==> src/rtl/ps2_pkg.sv <==
// Shared PS/2 definitions: host transmitter states, keyboard command/reply bytes
// and scan codes used by both the receiver and the host transmitter.
package ps2_pkg;

  typedef enum logic [2:0] {
    IDLE,
    INHIBIT,
    REQ,
    BITS,
    ACK,
    IDLE_WAIT,
    DONE,
    FAIL
  } tx_state_t;

  localparam logic [7:0] CMD_SET_LEDS = 8'hED;
  localparam logic [7:0] CMD_ENABLE   = 8'hF4;
  localparam logic [7:0] CMD_RESET    = 8'hFF;

  localparam logic [7:0] RSP_ACK    = 8'hFA;
  localparam logic [7:0] RSP_RESEND = 8'hFE;

  localparam logic [7:0] KEY_LEFT  = 8'h6B;
  localparam logic [7:0] KEY_DOWN  = 8'h72;
  localparam logic [7:0] KEY_RIGHT = 8'h74;
  localparam logic [7:0] KEY_UP    = 8'h75;

  localparam int TIMER_W = 21;

  // PS/2 frames carry odd parity over the data byte
  function automatic logic odd_parity(input logic [7:0] b);
    return ~^b;
  endfunction

endpackage

==> src/rtl/ps2_line_sync.sv <==
// Two-flop synchronizers for the PS/2 clock and data pads plus a one-cycle
// pulse on each synchronized falling edge of PS2Clk.
module ps2_line_sync (
  input  logic clk,
  input  logic rst_n,
  input  logic ps2_clk,
  input  logic ps2_data,
  output logic clk_s,
  output logic data_s,
  output logic clk_fall
);

  logic [1:0] clk_sync;
  logic [1:0] data_sync;
  logic       clk_prev;

  // Idle PS/2 lines are pulled high, so the synchronizers reset to 1
  always_ff @(posedge clk or negedge rst_n) begin
    if (!rst_n) begin
      clk_sync  <= 2'b11;
      data_sync <= 2'b11;
      clk_prev  <= 1'b1;
    end else begin
      clk_sync  <= {clk_sync[0], ps2_clk};
      data_sync <= {data_sync[0], ps2_data};
      clk_prev  <= clk_sync[1];
    end
  end

  assign clk_s    = clk_sync[1];
  assign data_s   = data_sync[1];
  assign clk_fall = clk_prev & ~clk_sync[1];

endmodule

==> src/rtl/ps2_host_tx.sv <==
// Host-to-device PS/2 transmitter: sends one command byte per request and
// reports ACK, no-ACK or timeout through a one-cycle done pulse.
module ps2_host_tx
  import ps2_pkg::*;
#(
  parameter int INHIBIT_CYCLES = 12000,
  parameter int START_TIMEOUT  = 1500000,
  parameter int XFER_TIMEOUT   = 200000
) (
  input  logic       clk,
  input  logic       rst_n,
  input  logic       tx_valid,
  input  logic [7:0] tx_data,
  output logic       tx_ready,
  input  logic       ps2_clk_in,
  input  logic       ps2_data_in,
  output logic       ps2_clk_oe,
  output logic       ps2_data_oe,
  output logic       rx_inhibit,
  output logic       done,
  output logic       ack_ok,
  output logic       err_timeout,
  output logic       err_noack
);

  localparam logic [TIMER_W-1:0] INH_LAST   = TIMER_W'(INHIBIT_CYCLES - 1);
  localparam logic [TIMER_W-1:0] INH_START  = TIMER_W'(INHIBIT_CYCLES - 2);
  localparam logic [TIMER_W-1:0] START_LAST = TIMER_W'(START_TIMEOUT - 1);
  localparam logic [TIMER_W-1:0] XFER_LAST  = TIMER_W'(XFER_TIMEOUT - 1);

  tx_state_t          state, state_n;
  logic [9:0]         shift_q, shift_n;
  logic [3:0]         bit_cnt_q, bit_cnt_n;
  logic [TIMER_W-1:0] timer_q, timer_n, timer_inc;
  logic               clk_oe_q, clk_oe_n;
  logic               data_oe_q, data_oe_n;
  logic               ack_q, ack_n;
  logic               clk_s, data_s, clk_fall;

  ps2_line_sync u_sync (
    .clk      (clk),
    .rst_n    (rst_n),
    .ps2_clk  (ps2_clk_in),
    .ps2_data (ps2_data_in),
    .clk_s    (clk_s),
    .data_s   (data_s),
    .clk_fall (clk_fall)
  );

  // Saturating so a stuck line can never wrap the timer back under a limit
  assign timer_inc = (&timer_q) ? timer_q : timer_q + 1'b1;

  always_ff @(posedge clk or negedge rst_n) begin
    if (!rst_n) begin
      state     <= IDLE;
      shift_q   <= '0;
      bit_cnt_q <= '0;
      timer_q   <= '0;
      clk_oe_q  <= 1'b0;
      data_oe_q <= 1'b0;
      ack_q     <= 1'b0;
    end else begin
      state     <= state_n;
      shift_q   <= shift_n;
      bit_cnt_q <= bit_cnt_n;
      timer_q   <= timer_n;
      clk_oe_q  <= clk_oe_n;
      data_oe_q <= data_oe_n;
      ack_q     <= ack_n;
    end
  end

  always_comb begin
    state_n   = state;
    shift_n   = shift_q;
    bit_cnt_n = bit_cnt_q;
    timer_n   = timer_inc;
    clk_oe_n  = clk_oe_q;
    data_oe_n = data_oe_q;
    ack_n     = ack_q;

    case (state)
      IDLE: begin
        timer_n   = '0;
        clk_oe_n  = 1'b0;
        data_oe_n = 1'b0;
        if (tx_valid) begin
          shift_n   = {1'b1, odd_parity(tx_data), tx_data};
          bit_cnt_n = '0;
          ack_n     = 1'b0;
          clk_oe_n  = 1'b1;
          data_oe_n = (INHIBIT_CYCLES == 1);
          state_n   = INHIBIT;
        end
      end

      // Start bit goes low in the last inhibit cycle, while clock is still held
      INHIBIT: begin
        if (timer_q == INH_START) data_oe_n = 1'b1;
        if (timer_q >= INH_LAST) begin
          clk_oe_n  = 1'b0;
          data_oe_n = 1'b1;
          timer_n   = '0;
          state_n   = REQ;
        end
      end

      REQ: begin
        if (clk_fall) begin
          data_oe_n = ~shift_q[0];
          shift_n   = {1'b0, shift_q[9:1]};
          bit_cnt_n = 4'd1;
          timer_n   = '0;
          state_n   = BITS;
        end else if (timer_q >= START_LAST) begin
          data_oe_n = 1'b0;
          state_n   = FAIL;
        end
      end

      BITS: begin
        if (timer_q >= XFER_LAST) begin
          data_oe_n = 1'b0;
          state_n   = FAIL;
        end else if (clk_fall) begin
          data_oe_n = ~shift_q[0];
          shift_n   = {1'b0, shift_q[9:1]};
          bit_cnt_n = bit_cnt_q + 4'd1;
          if (bit_cnt_q == 4'd9) state_n = ACK;
        end
      end

      ACK: begin
        if (timer_q >= XFER_LAST) begin
          state_n = FAIL;
        end else if (clk_fall) begin
          ack_n   = ~data_s;
          state_n = IDLE_WAIT;
        end
      end

      IDLE_WAIT: begin
        if (timer_q >= XFER_LAST) state_n = FAIL;
        else if (clk_s && data_s) state_n = DONE;
      end

      DONE, FAIL: begin
        clk_oe_n  = 1'b0;
        data_oe_n = 1'b0;
        state_n   = IDLE;
      end

      default: state_n = IDLE;
    endcase
  end

  assign ps2_clk_oe  = clk_oe_q;
  assign ps2_data_oe = data_oe_q;
  assign tx_ready    = (state == IDLE);
  assign rx_inhibit  = (state != IDLE);
  assign done        = (state == DONE) || (state == FAIL);
  assign ack_ok      = (state == DONE) && ack_q;
  assign err_noack   = (state == DONE) && !ack_q;
  assign err_timeout = (state == FAIL);

endmodule

==> config.mk <==
export PLATFORM = sky130hd
export DESIGN_NAME = ps2_host_tx
export DESIGN_NICKNAME = d
export VERILOG_FILES = /design/src/rtl/ps2_pkg.sv /design/src/rtl/ps2_line_sync.sv /design/src/rtl/ps2_host_tx.sv
export SDC_FILE = /design/constraint.sdc
export NUM_CORES = 1
export LEC_CHECK = 0
export ABC_AREA = 1
export CAP_MARGIN = 10
export CORE_MARGIN = 2
export CORE_UTILIZATION = 56
export CTS_BUF_LIST = sky130_fd_sc_hd__clkbuf_4
export CTS_CLUSTER_SIZE = 16
export DETAILED_ROUTE_END_ITERATION = 8
export GPL_TIMING_DRIVEN = 1
export MAX_ROUTING_LAYER = met4
export PLACE_DENSITY = 0.85
export SLEW_MARGIN = 20
export SYNTH_ARGS = -nofsm -noshare
export SYNTH_HDL_FRONTEND = slang
export SYNTH_HIERARCHICAL = 1
export SYNTH_SLANG_ARGS = --single-unit
export TNS_END_PERCENT = 30
==> constraint.sdc <==
create_clock -name clk -period 1.6 [get_ports clk]
set_input_delay 0.32 -clock clk [delete_from_list [all_inputs] [get_ports clk]]
set_output_delay 0.32 -clock clk [all_outputs]
set_load 0.03 [all_outputs]
==> results.py <==
metrics = {
    "outcome": {
        "run_status": "finished with violations",
        "violations": "negative setup slack",
    },
    "route": {
        "vias": 4065,
        "wl_per_cell_um": 17.76,
        "drt-total-wl_um": 12290,
        "detail-route-antenna-nets": 0,
        "drcViolationCount": 0,
        "drt-vias-per-instance": 5.874,
        "drtIter0Drc": 475,
        "firstDrtPassIters": 5,
    },
    "synth": {
        "synth_top_family_by_area": "simple AND/OR/NAND/NOR gates",
        "muxShareOfSynthArea_pct": 0,
        "synth_area_um2": 3263,
        "synth_xor_area_share_pct": 3.489,
        "postSynthCellCount": 486,
        "ys_seq_area_share_pct": 35.47,
        "syn_nets": 503,
        "yosysWarnings": 6,
        "synth_cell_type_count": 36,
        "synth-compound-area-share_pct": 9.548,
        "synth.most_common_cell": "nand2_1",
        "syn_area_per_cell_um2": 6.714,
        "synth_top_area_share_pct": 31.44,
        "ys_top_cells_by_count": "nand2_1 (114), nor2_1 (72), inv_1 (68), nand3_1 (46), dfrtp_1 (41)",
        "yosys.area.top_type": "dfrtp_1",
        "synth_fa_ha_area_share_pct": 1.534,
        "synth-seq-cells": 46,
        "synthTopCellsByArea": "dfrtp_1 (31%), nand2_1 (13%), nor2_1 (8.3%)",
        "yosys.area_share.simple_pct": 38.92,
        "synthArstFlopShare_pct": 100.0,
        "synthFlopType": "dfrtp_1",
        "synth-edff-count": 0,
    },
    "global_routing": {
        "grt_pass1_wl_um": 18920,
        "grt_pass1_vias": 3937,
        "grt_start_max_net_pins": 47,
        "grt-ovfl-total": 0,
        "use_met3_pct": 8.989,
        "grt_use_total_pct": 39.33,
        "busiest_layer": "met2",
        "met1_usage_pct": 48.82,
        "antenna_found_initial": 0,
        "grt_use_met2_pct": 61.00,
    },
    "cts": {
        "cts_buffers": 5,
        "htree_levels": 2,
        "path_clk_slew_ps": 150,
        "clock_sinks": 46,
        "cts_tree": "done",
        "clk_latency_ps": 370,
        "cts-root-buf": "clkbuf_4",
        "clk_path_buf_depth": 2,
    },
    "worst_setup_path": {
        "worst-setup-path-type": "flip-flop to flip-flop",
        "start_kind": "flip-flop",
        "cp.required_ps": 1910,
        "cp-end-kind": "flip-flop",
        "r2r_cells": 14,
        "cp_max_fo": 5,
        "cp.arrival_ps": 2270,
    },
    "timing": {
        "fmax_mhz": 512.4,
        "hold_viol_final": 0,
        "fin_crit_ps": 1951,
        "setup_viol": 42,
        "timing.slew.headroom_pct": 80.28,
        "slew_viol_final": 0,
        "fin_ws_ps": -351.5,
        "rsz0062_at_grt": "yes",
        "fin_skew_ps": 12.00,
        "worst_pin_slew_ps": 296.9,
        "post-route-period-util_pct": 122.0,
    },
    "power_and_ir_drop": {
        "ir_drop_uv": 535.6,
        "finalPower_mw": 2.099,
        "power.density_nw_per_um2": 429.8,
        "leakage_nw": 2.550,
    },
    "cells_and_area": {
        "syn2layout_area_growth_pct": 49.65,
        "fillers": 286,
        "antenna_cells": 0,
        "regArea_um2": 1170,
        "finalCoreUtilization_pct": 87.61,
        "nNetsFinal": 636,
        "layout-drive-gt1-share_pct": 40.32,
        "multi_input_area_um2": 2079,
    },
    "run": {
        "drv_cap": 0,
    },
    "min_path": {
        "hold_depth": 1,
        "hold_path.class": "input port to flip-flop",
    },
    "floorplan": {
        "io_pins": 21,
        "die_w_um": 80.34,
        "std_cell_rows": 27,
        "fp.dieH_um": 80.34,
        "dieArea_um2": 6454,
        "start_util_pct": 58.54,
        "core_um2": 5574,
    },
    "placement": {
        "port_buffers": 20,
        "gp_congestion": 1.052,
        "hpwl_um": 7623,
    },
}
[path summary, 6_finish.rpt]
kind	from	to	slack [ps]
max reg2reg	timer_q[14]	state[1]	-350
min in group asynchronous	rst_n	ps2_clk_oe	440
min	ps2_data_in	u_sync/data_sync[0]	350
min reg2reg	u_sync/data_sync[0]	u_sync/data_sync[1]	360
max	timer_q[14]	state[1]	-350
max in group asynchronous	rst_n	u_sync/data_sync[0]	850
[cells by family (layout without fill, tap and decap cells)]
group | Yosys count | count (layout)
and+or+nand+nor | 281 | 281
AOI/OAI and AO/OA | 55 | 55
xor gates and xnor gates | 13 | 13
DFF | 46 | 46
buffers and inverters | 87 | 221
adders and majority gates | 4 | 4
[area by class of cell]
cell class                      instances  area share [%]
Clock inverter                          2          0.7686
Multi-Input combinational cell        353           42.58
Timing Repair Buffer                  137           23.93
Clock buffer                            6          0.9224
Tap cell                               72           1.845
Inverter                               76           5.995
Sequential cell                        46           23.96
[stage by stage]
stage	hold slack, ps	std cells	cell area, um2	worst slack, ps	TNS, ps
3_3_place_gp	318.4	662	4232	-271.3	-4737
3_5_place_dp	320.0	662	4232	-282.5	-5873
5_1_grt	333.3	692	4883	-409.8	-9071
6_report	345.2	692	4883	-351.5	-5320
2_1_floorplan	24.41	486	3289	-56.88	-791.5
4_1_cts	337.9	689	4768	-135.3	-2608
[worst max-delay path: stages (launching register included)]
cell,delay [ps]
dfrtp_1,440
buf_6,140
nor2_4,110
buf_6,130
nand2_2,60
nor2_4,110
nand3_2,100
nand2_2,100
inv_4,50
nand2_4,90
buf_4,120
o21ai_2,70
nand3_2,120
nand3_2,160
nand2_1,110
[placed cells by master, fill, tap and decap left out, drive strengths merged, types with 2 or more instances in the layout]
master           n
nand3           47
o21ai           32
dfstp            5
nand3b           3
ha               4
dfrtp           41
a21oi           15
xor2             8
nand4           12
nand2          120
clkbuf           6
o211a            2
xnor2            5
nor2            81
buf            123
dlygate4sd2      2
clkdlybuf4s50   11
o21a             2
inv             76
nor3            15
[timing repair]
| item | CTS | global route |
|---|---|---|
| setup endpoints to repair | 48 | 46 |
| hold endpoints to repair | 41 | 0 |
| setup buffers | 19 | 3 |
| pin swaps | 35 | 11 |
| gates resized for setup | 95 | 33 |
| hold buffers | 1 | 0 |
[layer usage]
layer / up-vias / wire length, um / share of wire (%)
met5: - / 0 / 0
met4: 0 / 582 / 4.7
met3: 73 / 1289 / 10
met2: 267 / 5699 / 46
met1: 1916 / 4718 / 38
li1: 1809 / - / -
[report_power, final]
group / switching (mW) / leakage [nW] / internal (mW)
clock network: 0.416 / 0.0419 / 0.347
registers: 0.00818 / 0.549 / 1.19
logic: 0.0732 / 1.96 / 0.0663
total: 0.497 / 2.55 / 1.60
[flip-flops by register name (all words and copies together), names as in the netlist]
name / flops
u_sync/clk_sync: 2
u_sync/data_sync: 2
ps2_clk_oe: 1
shift_q: 10
timer_q: 21
ack_q: 1
ps2_data_oe: 1
u_sync/clk_prev: 1
state: 3
bit_cnt_q: 4
(Power assumes the default switching activity.)
